File: src/rtl/led_show_pkg.sv
// Shared constants and helpers for the scanned LED show driver.
// Widths derived from the default configuration plus the LED pattern builder.
package led_show_pkg;

  localparam int DATA_W_DEF         = 4;
  localparam int LED_W_DEF          = 6;
  localparam int N_CH_DEF           = 4;
  localparam int TICK_DIV_DEF       = 50000;
  localparam int DWELL_DEF          = 200;
  localparam int BLINK_TICKS_DEF    = 250;
  localparam int BRIGHT_W_DEF       = 4;
  localparam int LED_ACTIVE_LOW_DEF = 1;

  // Width of a counter/index that spans n values; never narrower than one bit.
  function automatic int ch_width(input int n);
    return (n > 1) ? $clog2(n) : 1;
  endfunction

  function automatic logic [31:0] low_mask(input int w);
    if (w >= 32) begin
      return 32'hFFFF_FFFF;
    end else begin
      return (32'd1 << w) - 32'd1;
    end
  endfunction

  function automatic logic [31:0] led_dark(input int led_w, input bit active_low);
    return active_low ? low_mask(led_w) : 32'd0;
  endfunction

  // Channel index sits above the value; bits beyond led_w fall off, so the
  // index field is truncated or zero-extended to whatever room is left.
  function automatic logic [31:0] led_drive(input logic [31:0] ch, input logic [31:0] val,
                                            input int data_w, input int led_w,
                                            input bit active_low);
    logic [31:0] pat;
    pat = ((ch << data_w) | (val & low_mask(data_w))) & low_mask(led_w);
    if (active_low) begin
      pat = ~pat & low_mask(led_w);
    end else begin
      pat = pat;
    end
    return pat;
  endfunction

  localparam int CH_W       = ch_width(N_CH_DEF);
  localparam int CH_FIELD_W = LED_W_DEF - DATA_W_DEF;
  localparam logic [LED_W_DEF-1:0] LED_DARK =
    LED_W_DEF'(led_dark(LED_W_DEF, LED_ACTIVE_LOW_DEF != 0));

endpackage

File: src/rtl/led_show_scan_tick.sv
// Generic modulo counter: counts enabled cycles 0..MOD-1 and pulses o_wrap
// on the wrap; with i_hold it saturates at MOD-1 instead of wrapping.
module led_tick_gen
  import led_show_pkg::*;
#(
  parameter int MOD = 2
) (
  input  logic clk,
  input  logic rst,
  input  logic i_en,
  input  logic i_hold,
  output logic o_wrap
);

  localparam int              CW   = ch_width(MOD);
  localparam logic [CW-1:0]   LAST = CW'(MOD - 1);

  logic [CW-1:0] r_cnt;
  logic          w_at_last;

  assign w_at_last = (r_cnt == LAST);
  assign o_wrap    = i_en && w_at_last && !i_hold;

  always_ff @(posedge clk or posedge rst) begin
    if (rst) begin
      r_cnt <= '0;
    end else if (o_wrap) begin
      r_cnt <= '0;
    end else if (i_en && !w_at_last) begin
      r_cnt <= r_cnt + CW'(1);
    end
  end

endmodule

File: src/rtl/led_show_scan.sv
// Round-robin multi-channel LED display with dwell, blink, PWM brightness,
// channel-index field, freeze and a valid/ready write port.
module led_show_scan
  import led_show_pkg::*;
#(
  parameter int DATA_W         = DATA_W_DEF,
  parameter int LED_W          = LED_W_DEF,
  parameter int N_CH           = N_CH_DEF,
  parameter int TICK_DIV       = TICK_DIV_DEF,
  parameter int DWELL          = DWELL_DEF,
  parameter int BLINK_TICKS    = BLINK_TICKS_DEF,
  parameter int BRIGHT_W       = BRIGHT_W_DEF,
  parameter int LED_ACTIVE_LOW = LED_ACTIVE_LOW_DEF
) (
  input  logic                         clk,
  input  logic                         sys_rst,
  input  logic                         wr_valid,
  output logic                         wr_ready,
  input  logic [ch_width(N_CH)-1:0]    wr_ch,
  input  logic [DATA_W-1:0]            wr_data,
  input  logic                         wr_blink,
  output logic                         wr_err,
  input  logic [BRIGHT_W-1:0]          bright,
  input  logic                         freeze,
  output logic [ch_width(N_CH)-1:0]    cur_ch,
  output logic                         frame_done,
  output logic [LED_W-1:0]             led
);

  localparam int               CHW      = ch_width(N_CH);
  localparam logic [CHW:0]     N_CH_EXT = (CHW + 1)'(N_CH);
  localparam logic [CHW-1:0]   CH_LAST  = CHW'(N_CH - 1);
  localparam bit               ACT_LOW  = (LED_ACTIVE_LOW != 0);
  localparam logic [LED_W-1:0] DARK     = LED_W'(led_dark(LED_W, ACT_LOW));

  logic [N_CH-1:0][DATA_W-1:0] r_val;
  logic [N_CH-1:0]             r_blink;
  logic [CHW-1:0]              r_cur_ch;
  logic                        r_phase;
  logic [BRIGHT_W-1:0]         r_pwm_cnt;
  logic                        r_wr_ready;
  logic                        r_wr_err;
  logic                        r_frame_done;
  logic [LED_W-1:0]            r_led;

  logic             w_tick;
  logic             w_advance;
  logic             w_blink_wrap;
  logic             w_accept;
  logic             w_in_range;
  logic             w_pwm_on;
  logic             w_visible;
  logic [LED_W-1:0] w_lit;

  led_tick_gen #(.MOD(TICK_DIV)) u_prescale (
    .clk(clk), .rst(sys_rst), .i_en(1'b1), .i_hold(1'b0), .o_wrap(w_tick)
  );

  // Dwell saturates under freeze so the advance fires on the first tick after release.
  led_tick_gen #(.MOD(DWELL)) u_dwell (
    .clk(clk), .rst(sys_rst), .i_en(w_tick), .i_hold(freeze), .o_wrap(w_advance)
  );

  led_tick_gen #(.MOD(BLINK_TICKS)) u_blink (
    .clk(clk), .rst(sys_rst), .i_en(w_tick), .i_hold(1'b0), .o_wrap(w_blink_wrap)
  );

  assign w_accept   = wr_valid && r_wr_ready;
  assign w_in_range = ({1'b0, wr_ch} < N_CH_EXT);

  always_comb begin
    w_pwm_on  = (r_pwm_cnt < bright) || (&bright);
    w_visible = w_pwm_on && !(r_blink[r_cur_ch] && r_phase);
    w_lit     = LED_W'(led_drive(32'(r_cur_ch), 32'(r_val[r_cur_ch]), DATA_W, LED_W, ACT_LOW));
  end

  always_ff @(posedge clk or posedge sys_rst) begin
    if (sys_rst) begin
      r_val      <= '0;
      r_blink    <= '0;
      r_wr_ready <= 1'b0;
      r_wr_err   <= 1'b0;
    end else begin
      r_wr_ready <= 1'b1;
      r_wr_err   <= w_accept && !w_in_range;
      if (w_accept && w_in_range) begin
        r_val[wr_ch]   <= wr_data;
        r_blink[wr_ch] <= wr_blink;
      end
    end
  end

  always_ff @(posedge clk or posedge sys_rst) begin
    if (sys_rst) begin
      r_cur_ch     <= '0;
      r_frame_done <= 1'b0;
    end else begin
      r_frame_done <= w_advance && (r_cur_ch == CH_LAST);
      if (w_advance) begin
        r_cur_ch <= (r_cur_ch == CH_LAST) ? '0 : r_cur_ch + CHW'(1);
      end
    end
  end

  always_ff @(posedge clk or posedge sys_rst) begin
    if (sys_rst) begin
      r_phase   <= 1'b0;
      r_pwm_cnt <= '0;
    end else begin
      r_pwm_cnt <= r_pwm_cnt + BRIGHT_W'(1);
      if (w_blink_wrap) begin
        r_phase <= ~r_phase;
      end
    end
  end

  always_ff @(posedge clk or posedge sys_rst) begin
    if (sys_rst) begin
      r_led <= DARK;
    end else begin
      r_led <= w_visible ? w_lit : DARK;
    end
  end

  assign wr_ready   = r_wr_ready;
  assign wr_err     = r_wr_err;
  assign cur_ch     = r_cur_ch;
  assign frame_done = r_frame_done;
  assign led        = r_led;

endmodule

File: config.mk
export PLATFORM = sky130hd
export DESIGN_NAME = led_show_scan
export DESIGN_NICKNAME = d
export VERILOG_FILES = /design/src/rtl/led_show_pkg.sv /design/src/rtl/led_show_scan_tick.sv /design/src/rtl/led_show_scan.sv
export SDC_FILE = /design/constraint.sdc
export NUM_CORES = 1
export LEC_CHECK = 0
export ABC_AREA = 0
export BUFFER_PORTS_ARGS = -buffer_cell sky130_fd_sc_hd__buf_2
export CAP_MARGIN = 20
export CELL_PAD_IN_SITES_DETAIL_PLACEMENT = 1
export CELL_PAD_IN_SITES_GLOBAL_PLACEMENT = 1
export CORE_UTILIZATION = 43
export DETAILED_ROUTE_END_ITERATION = 10
export PLACE_DENSITY_LB_ADDON = 0.12
export SLEW_MARGIN = 20
export SYNTH_ARGS = -nofsm -noshare
export SYNTH_HDL_FRONTEND = slang
export SYNTH_SLANG_ARGS = --single-unit
File: constraint.sdc
create_clock -name clk -period 2.3 [get_ports clk]
set_clock_uncertainty 0.15 [all_clocks]
set_input_delay 0.345 -clock clk [delete_from_list [all_inputs] [get_ports clk]]
set_output_delay 0.345 -clock clk [all_outputs]
set_load 0.02 [all_outputs]
==> results.sh, run 1 <==
export IMPL_status="complete, no violations"
export IMPL_cts_setup_buffers=0
export IMPL_ctsHtreeMaxLevel=3
export IMPL_finalHoldViolations=0
export IMPL_fp_row_count=30
export IMPL_critical_path_class="flip-flop to flip-flop"
export IMPL_grt_use_total_pct=18.6
export IMPL_core_area_mm2=0.00691
export IMPL_startpoint_type="flip-flop"
export IMPL_crit_family="simple AND/OR/NAND/NOR gates"
export IMPL_maxCapViolCount=0
export IMPL_ant_nets=0
export IMPL_ys_ff_latch=67
export IMPL_wl_per_cell_um=15.5
export IMPL_place_ws_ps=252
export IMPL_layout_min_cycle_time_ps=2060
export IMPL_netlist_instances=261
export IMPL_yosys_warnings=0
export IMPL_cts_sinks=67
export IMPL_yosysMostFrequentCell="dfrtp_1"
export IMPL_cp_slowest_cell="and4_1"
export IMPL_grt_max_degree=68
export IMPL_synth_area_per_cell_um2=12.0
export IMPL_antenna_found_initial=0
export IMPL_worstPathArrival_ps=2160
export IMPL_vias=2097
export IMPL_path_cells="ha_1, and3_1, and4_1, nand2_1, o31ai_1"
export IMPL_numPortBuffers=24
export IMPL_overflow=0
export IMPL_syn_nets=285
export IMPL_required_ps=2400
export IMPL_synth_area_top_cells="dfrtp_1 (49%), mux2_2 (7.9%), dfstp_2 (5.0%), ha_1 (3.6%), mux4_2 (3.6%)"
export IMPL_cp_depth=5
export IMPL_remaining_drc_errors=0
export IMPL_grt_first_pass_wirelength_mm=10.7
export IMPL_crit_start="u_prescale.r_cnt[0]$_DFF_PP0_"
export IMPL_die_x_um=87.3
export IMPL_hpwl_mm=4.32
export IMPL_area_delta_synth_final_pct=15.0
export IMPL_p_total_mw=2.53
export IMPL_yosys_area_top_type="dfrtp_1"
export IMPL_p_per_area_mw_per_mm2=705
export IMPL_finalCritPeriodShare_pct=89.7
export IMPL_ys_seq_area_share_pct=53.9
export IMPL_gp_congestion=0.739
export IMPL_crit_fanout=11
export IMPL_fin_ws_ps=237
export IMPL_cts_tree="done"
export IMPL_ff2ff_path_depth=5
export IMPL_drive_gt1_share_pct=28.6
export IMPL_synth_flop_cell="dfrtp_1"
export IMPL_reg2reg_from="u_prescale.r_cnt[0]$_DFF_PP0_"
export IMPL_ioPinCount=26
export IMPL_start_util_pct=45.3
export IMPL_rsz0062_at_grt="false"
export IMPL_drt_first_iter_violations=40
export IMPL_wl_mm=6.15
export IMPL_insertion_delay_ps=350
export IMPL_setup_viol=0
export IMPL_crit_path_max_incr_delay_ps=480
export IMPL_dieArea_mm2=0.00762
export IMPL_synth_common_cells="dfrtp_1 (61), mux2_2 (22), nand2_1 (16)"
export IMPL_r2r_slack_ps=240
export IMPL_fp_dieH_um=87.3
export IMPL_syn_area_mm2=0.00313
export IMPL_vdd_drop_max_uv=326
export IMPL_synthArstFlopShare_pct=100
export IMPL_grt_pass1_vias=2172
export IMPL_first_pass_iters=4
export IMPL_cts_path_max_buffers=2
export IMPL_nets=320
export IMPL_hold_path_class="input port to flip-flop"
export IMPL_viasPerCell=5.28
export IMPL_worst_path_buf_inv=0
export IMPL_cts_root_buf="clkbuf_8"
export IMPL_clkTransAtPathRegs_ps=90
export IMPL_cts_inserted_buffers=9
export IMPL_final_setup_tns_ps=0
export IMPL_synth_cell_type_count=40
export IMPL_leakage_nw=1.64
export IMPL_hold_start="wr_data[1]"
export IMPL_max_freq_ghz=0.485
export IMPL_antennaDiodeCount=0
export IMPL_drv_slew=0
export IMPL_synth_edf_count=0
export IMPL_r2r_end="u_blink.r_cnt[2]$_DFFE_PP0P_"
export IMPL_endpoint_kind="flip-flop"
export IMPL_synth_top_area_share_pct=48.8
export IMPL_critPathCapture="u_blink.r_cnt[2]$_DFFE_PP0P_"
-- flip-flops by register name, indices dropped and copies added, names as in the netlist --
| signal | flops |
|---|---|
| r_val | 16 |
| r_phase | 1 |
| u_blink.r_cnt | 8 |
| u_prescale.r_cnt | 16 |
| led | 6 |
| frame_done | 1 |
| wr_ready | 1 |
| r_blink | 4 |
| cur_ch | 2 |
| u_dwell.r_cnt | 8 |
| r_pwm_cnt | 4 |
-- metrics by stage --
| step | cells | utilization, % | hold slack, ps | area (um2) |
|---|---|---|---|---|
| after floorplan | 261 | - | 285 | 3130 |
| after global placement | 380 | 49.0 | 293 | 3380 |
| after detailed placement | 380 | 49.0 | 301 | 3380 |
| after CTS | 397 | 52.0 | 108 | 3590 |
| after global routing | 397 | 52.0 | 114 | 3590 |
| final | 397 | 52.0 | 122 | 3590 |
-- cells by family after synthesis --
| group | share of synthesized area (%) |
|---|---|
| flops | 53.9 |
| buf+inv | 2.76 |
| other cells | 0.240 |
| mux | 12.5 |
| xor+xnor | 5.04 |
| compound gates | 5.40 |
| simple gates | 16.6 |
| fa+ha+maj | 3.60 |
-- cells in the final DEF, fill, tap and decap left out, types with 2 or more instances in the layout --
master and instances:
conb_1 2, o21ai_0 11, dfrtp_1 61, mux2i_1 3
inv_1 13, nand2b_1 2, nor3_1 3, nor2_1 12
o31ai_1 2, xor2_1 10, buf_4 4, ha_1 9
xnor2_1 8, nand3_1 13, and2_1 4, or3_1 3
nand4b_1 2, and4bb_2 2, clkinv_4 3, clkbuf_8 9
nand4_1 11, mux4_2 5, nand2_1 16, and4_1 5
dfstp_2 6, and3_1 7, buf_2 24, a21oi_1 10
mux2_2 22
-- power by group --
| part | internal (mW) | switching (mW) |
|---|---|---|
| registers | 1.28 | 0.0433 |
| logic | 0.115 | 0.0995 |
| clock network | 0.507 | 0.487 |
-- worst min-delay path by stage --
stage	endpoint	slack, ps	depth (start not counted)
after global placement	r_pwm_cnt[2]$_DFF_PP0_	290	3
after global routing	r_val[15]$_DFFE_PP0P_	110	2
final	r_val[13]$_DFFE_PP0P_	120	2
after detailed placement	r_pwm_cnt[3]$_DFF_PP0_	300	3
after CTS	r_val[11]$_DFFE_PP0P_	110	2
after floorplan	r_pwm_cnt[0]$_DFF_PP0_	290	1
-- cell type report --
type / count / area, um2
fillers: 769 / 3310
flip-flops and latches: 67 / 1680
multi-input cells: 174 / 1360
repair buffers: 30 / 180
clock buffers: 9 / 124
well taps: 96 / 120
clock inverters: 7 / 77.6
inverters: 14 / 52.6
-- layer usage --
metal / wire length, um / vias to the layer above / GRT usage, %
li1: - / 1000 / -
met1: 2900 / 1064 / 24.8
met2: 3030 / 24 / 30.2
met3: 148 / 9 / 4.55
met4: 72 / 0 / 5.37
met5: 0 / - / 0
-- repair_timing --
item | 4_1_cts | 5_1_grt
endpoints found under the setup margin | 0 | 0
gates resized for setup | 0 | 0
hold endpoints to repair | 61 | 0
hold buffers | 1 | 0
Power figures use the tool's default switching activity.
==> inputs of run 2 (changes only) <==
--- a/config.mk
+++ b/config.mk
@@ -11,9 +11,9 @@
 export CELL_PAD_IN_SITES_DETAIL_PLACEMENT = 1
 export CELL_PAD_IN_SITES_GLOBAL_PLACEMENT = 1
 export CORE_UTILIZATION = 43
+export CTS_CLUSTER_SIZE = 10
 export DETAILED_ROUTE_END_ITERATION = 10
 export PLACE_DENSITY_LB_ADDON = 0.12
-export SLEW_MARGIN = 20
 export SYNTH_ARGS = -nofsm -noshare
 export SYNTH_HDL_FRONTEND = slang
 export SYNTH_SLANG_ARGS = --single-unit
==> constraint.sdc (replaced) <==
create_clock -name clk -period 2.3 [get_ports clk]
set_clock_uncertainty 0.15 [all_clocks]
set_input_delay 0.46 -clock clk [delete_from_list [all_inputs] [get_ports clk]]
set_output_delay 0.46 -clock clk [all_outputs]
set_load 0.02 [all_outputs]
==> run 2 against run 1 <==
Against the previous run: fmax is 0.18% higher; hold slack better by 99 ps; clock power is 4% higher; global-route usage is 0.62 points higher; largest power group unchanged; critical path depth is 1 higher; flip-flop and latch count stayed put; utilization is 0.27 points higher; first-iteration DRC count is 28% higher; cell area is 0.52% higher.
==> results.sh, run 2 (synthesis results as in run 1) <==
export IMPL_status="complete, no violations"
export IMPL_fin_area_mm2=0.00361
export IMPL_ioPinCount=26
export IMPL_p_per_area_mw_per_mm2=711
export IMPL_clkPwrFrac_pct=40.1
export IMPL_cts_path_max_buffers=2
export IMPL_insertion_delay_ps=360
export IMPL_r2r_slack_ps=240
export IMPL_dieArea_mm2=0.00762
export IMPL_first_pass_iters=4
export IMPL_sw_frac_of_total_pct=25.5
export IMPL_nets=322
export IMPL_gp_congestion=0.724
export IMPL_place_ws_ps=238
export IMPL_grt_max_degree=54
export IMPL_crit_start="u_prescale.r_cnt[0]$_DFF_PP0_"
export IMPL_clkTransAtPathRegs_ps=90
export IMPL_reg2reg_from="u_prescale.r_cnt[0]$_DFF_PP0_"
export IMPL_numPortBuffers=24
export IMPL_worstPathArrival_ps=2180
export IMPL_ctsHtreeMaxLevel=3
export IMPL_rsz0062_at_grt="false"
export IMPL_layout_min_cycle_time_ps=2060
export IMPL_layout_commonest_cell="dfrtp_1"
export IMPL_startpoint_type="flip-flop"
export IMPL_hpwl_mm=4.45
export IMPL_grt_pass1_vias=2266
export IMPL_largest_registers="r_val (16), u_prescale.r_cnt (16)"
export IMPL_cts_tree="done"
export IMPL_hold_buffers=1
export IMPL_drv_slew=0
export IMPL_overflow=0
export IMPL_drt_first_iter_violations=51
export IMPL_hold_path_class="input port to flip-flop"
export IMPL_p_total_mw=2.57
export IMPL_antenna_found_initial=0
export IMPL_cts_setup_buffers=0
export IMPL_cts_inserted_buffers=9
export IMPL_crit_fanout=12
export IMPL_setup_viol=0
export IMPL_antennaDiodeCount=0
export IMPL_wl_mm=6.22
export IMPL_area_delta_synth_final_pct=15.6
export IMPL_endpoint_kind="flip-flop"
export IMPL_remaining_drc_errors=0
export IMPL_viasPerCell=5.21
export IMPL_hold_start="wr_data[3]"
export IMPL_maxCapViolCount=0
export IMPL_ant_nets=0
export IMPL_critical_path_class="flip-flop to flip-flop"
export IMPL_cts_sinks=67
export IMPL_seq_power_share_pct=51.5
export IMPL_nFillCells=760
export IMPL_fp_row_count=30
export IMPL_cts_root_buf="clkbuf_8"
export IMPL_die_x_um=87.3
export IMPL_core_area_mm2=0.00691
export IMPL_drive_gt1_share_pct=29.0
export IMPL_required_ps=2420
export IMPL_final_core_util_pct=52.3
export IMPL_finalCritPeriodShare_pct=89.6
export IMPL_combinationalPowerShare_pct=8.5
export IMPL_p_int_mw=1.91
export IMPL_leakage_nw=1.65
export IMPL_vdd_drop_max_uv=249
export IMPL_max_freq_ghz=0.485
export IMPL_grt_use_total_pct=19.2
export IMPL_switchingPower_mw=0.656
export IMPL_vias=2080
export IMPL_cts_resized_gates=0
export IMPL_final_setup_tns_ps=0
export IMPL_fin_ws_ps=240
export IMPL_post_dp_cell_area_mm2=0.00340
export IMPL_fp_dieH_um=87.3
export IMPL_finalHoldViolations=0
export IMPL_grt_first_pass_wirelength_mm=10.8
export IMPL_final_cell_mix="dfrtp_1 (61), buf_2 (24), mux2_2 (22), nand2_1 (16)"
export IMPL_start_util_pct=45.3
export IMPL_wl_per_cell_um=15.6
## run 2: cell types whose count changed in the layout (fill, tap and decap cells not counted), sizes merged
| cell | change |
|---|---|
| buf | +2 |
| inv | +3 |
| clkinv | -3 |
## run 2: layout make-up
cell class / count / area (um2) / share of cell area, %
tap: 96 / 120 / 3.32
clock inverter: 7 / 81.3 / 2.25
multi-input combinational: 174 / 1360 / 37.5
sequential: 67 / 1680 / 46.6
inverter: 14 / 52.6 / 1.45
clock buffer: 9 / 124 / 3.43
timing repair buffer: 32 / 195 / 5.40
## run 2: worst paths after layout
path                       depth (start not counted)                            to
max in group asynchronous                          4              led[4]$_DFF_PP1_
setup / recovery                                   6  u_blink.r_cnt[6]$_DFFE_PP0P_
min in group asynchronous                          3        r_pwm_cnt[2]$_DFF_PP0_
hold / removal                                     2          r_val[3]$_DFFE_PP0P_
setup reg to reg                                   6  u_blink.r_cnt[6]$_DFFE_PP0P_
hold reg to reg                                    1  u_blink.r_cnt[7]$_DFFE_PP0P_
## run 2: layer usage
metal	GRT usage, %	vias to the layer above	wire [um]
met5	0	-	0
met4	8.05	0	116
met3	5.40	9	166
met2	32.0	23	3020
met1	23.4	1041	2910
li1	-	1007	-
## run 2: worst max-delay path, cell delays in order, from the launching register on
cell and delay [ps]:
dfrtp_1 430, ha_1 270, and3_1 300, nand4_2 190, buf_4 230, or3_1 340
o21ai_0 80
## run 2: through the flow
step           cells  hold slack [ps]
2_1_floorplan    261              285
3_3_place_gp     382              297
3_5_place_dp     382              296
4_1_cts          399              200
5_1_grt          399              225
6_report         399              221
## run 2: power groups by stage
stage               Sequential (mW)  Clock, mW  Combinational [mW]
global placement               1.34          0               0.210
finish                         1.32       1.03               0.217
floorplan                      1.35          0               0.134
CTS                            1.32       1.06               0.224
detailed placement             1.35          0               0.221
global route                   1.34       1.10               0.242
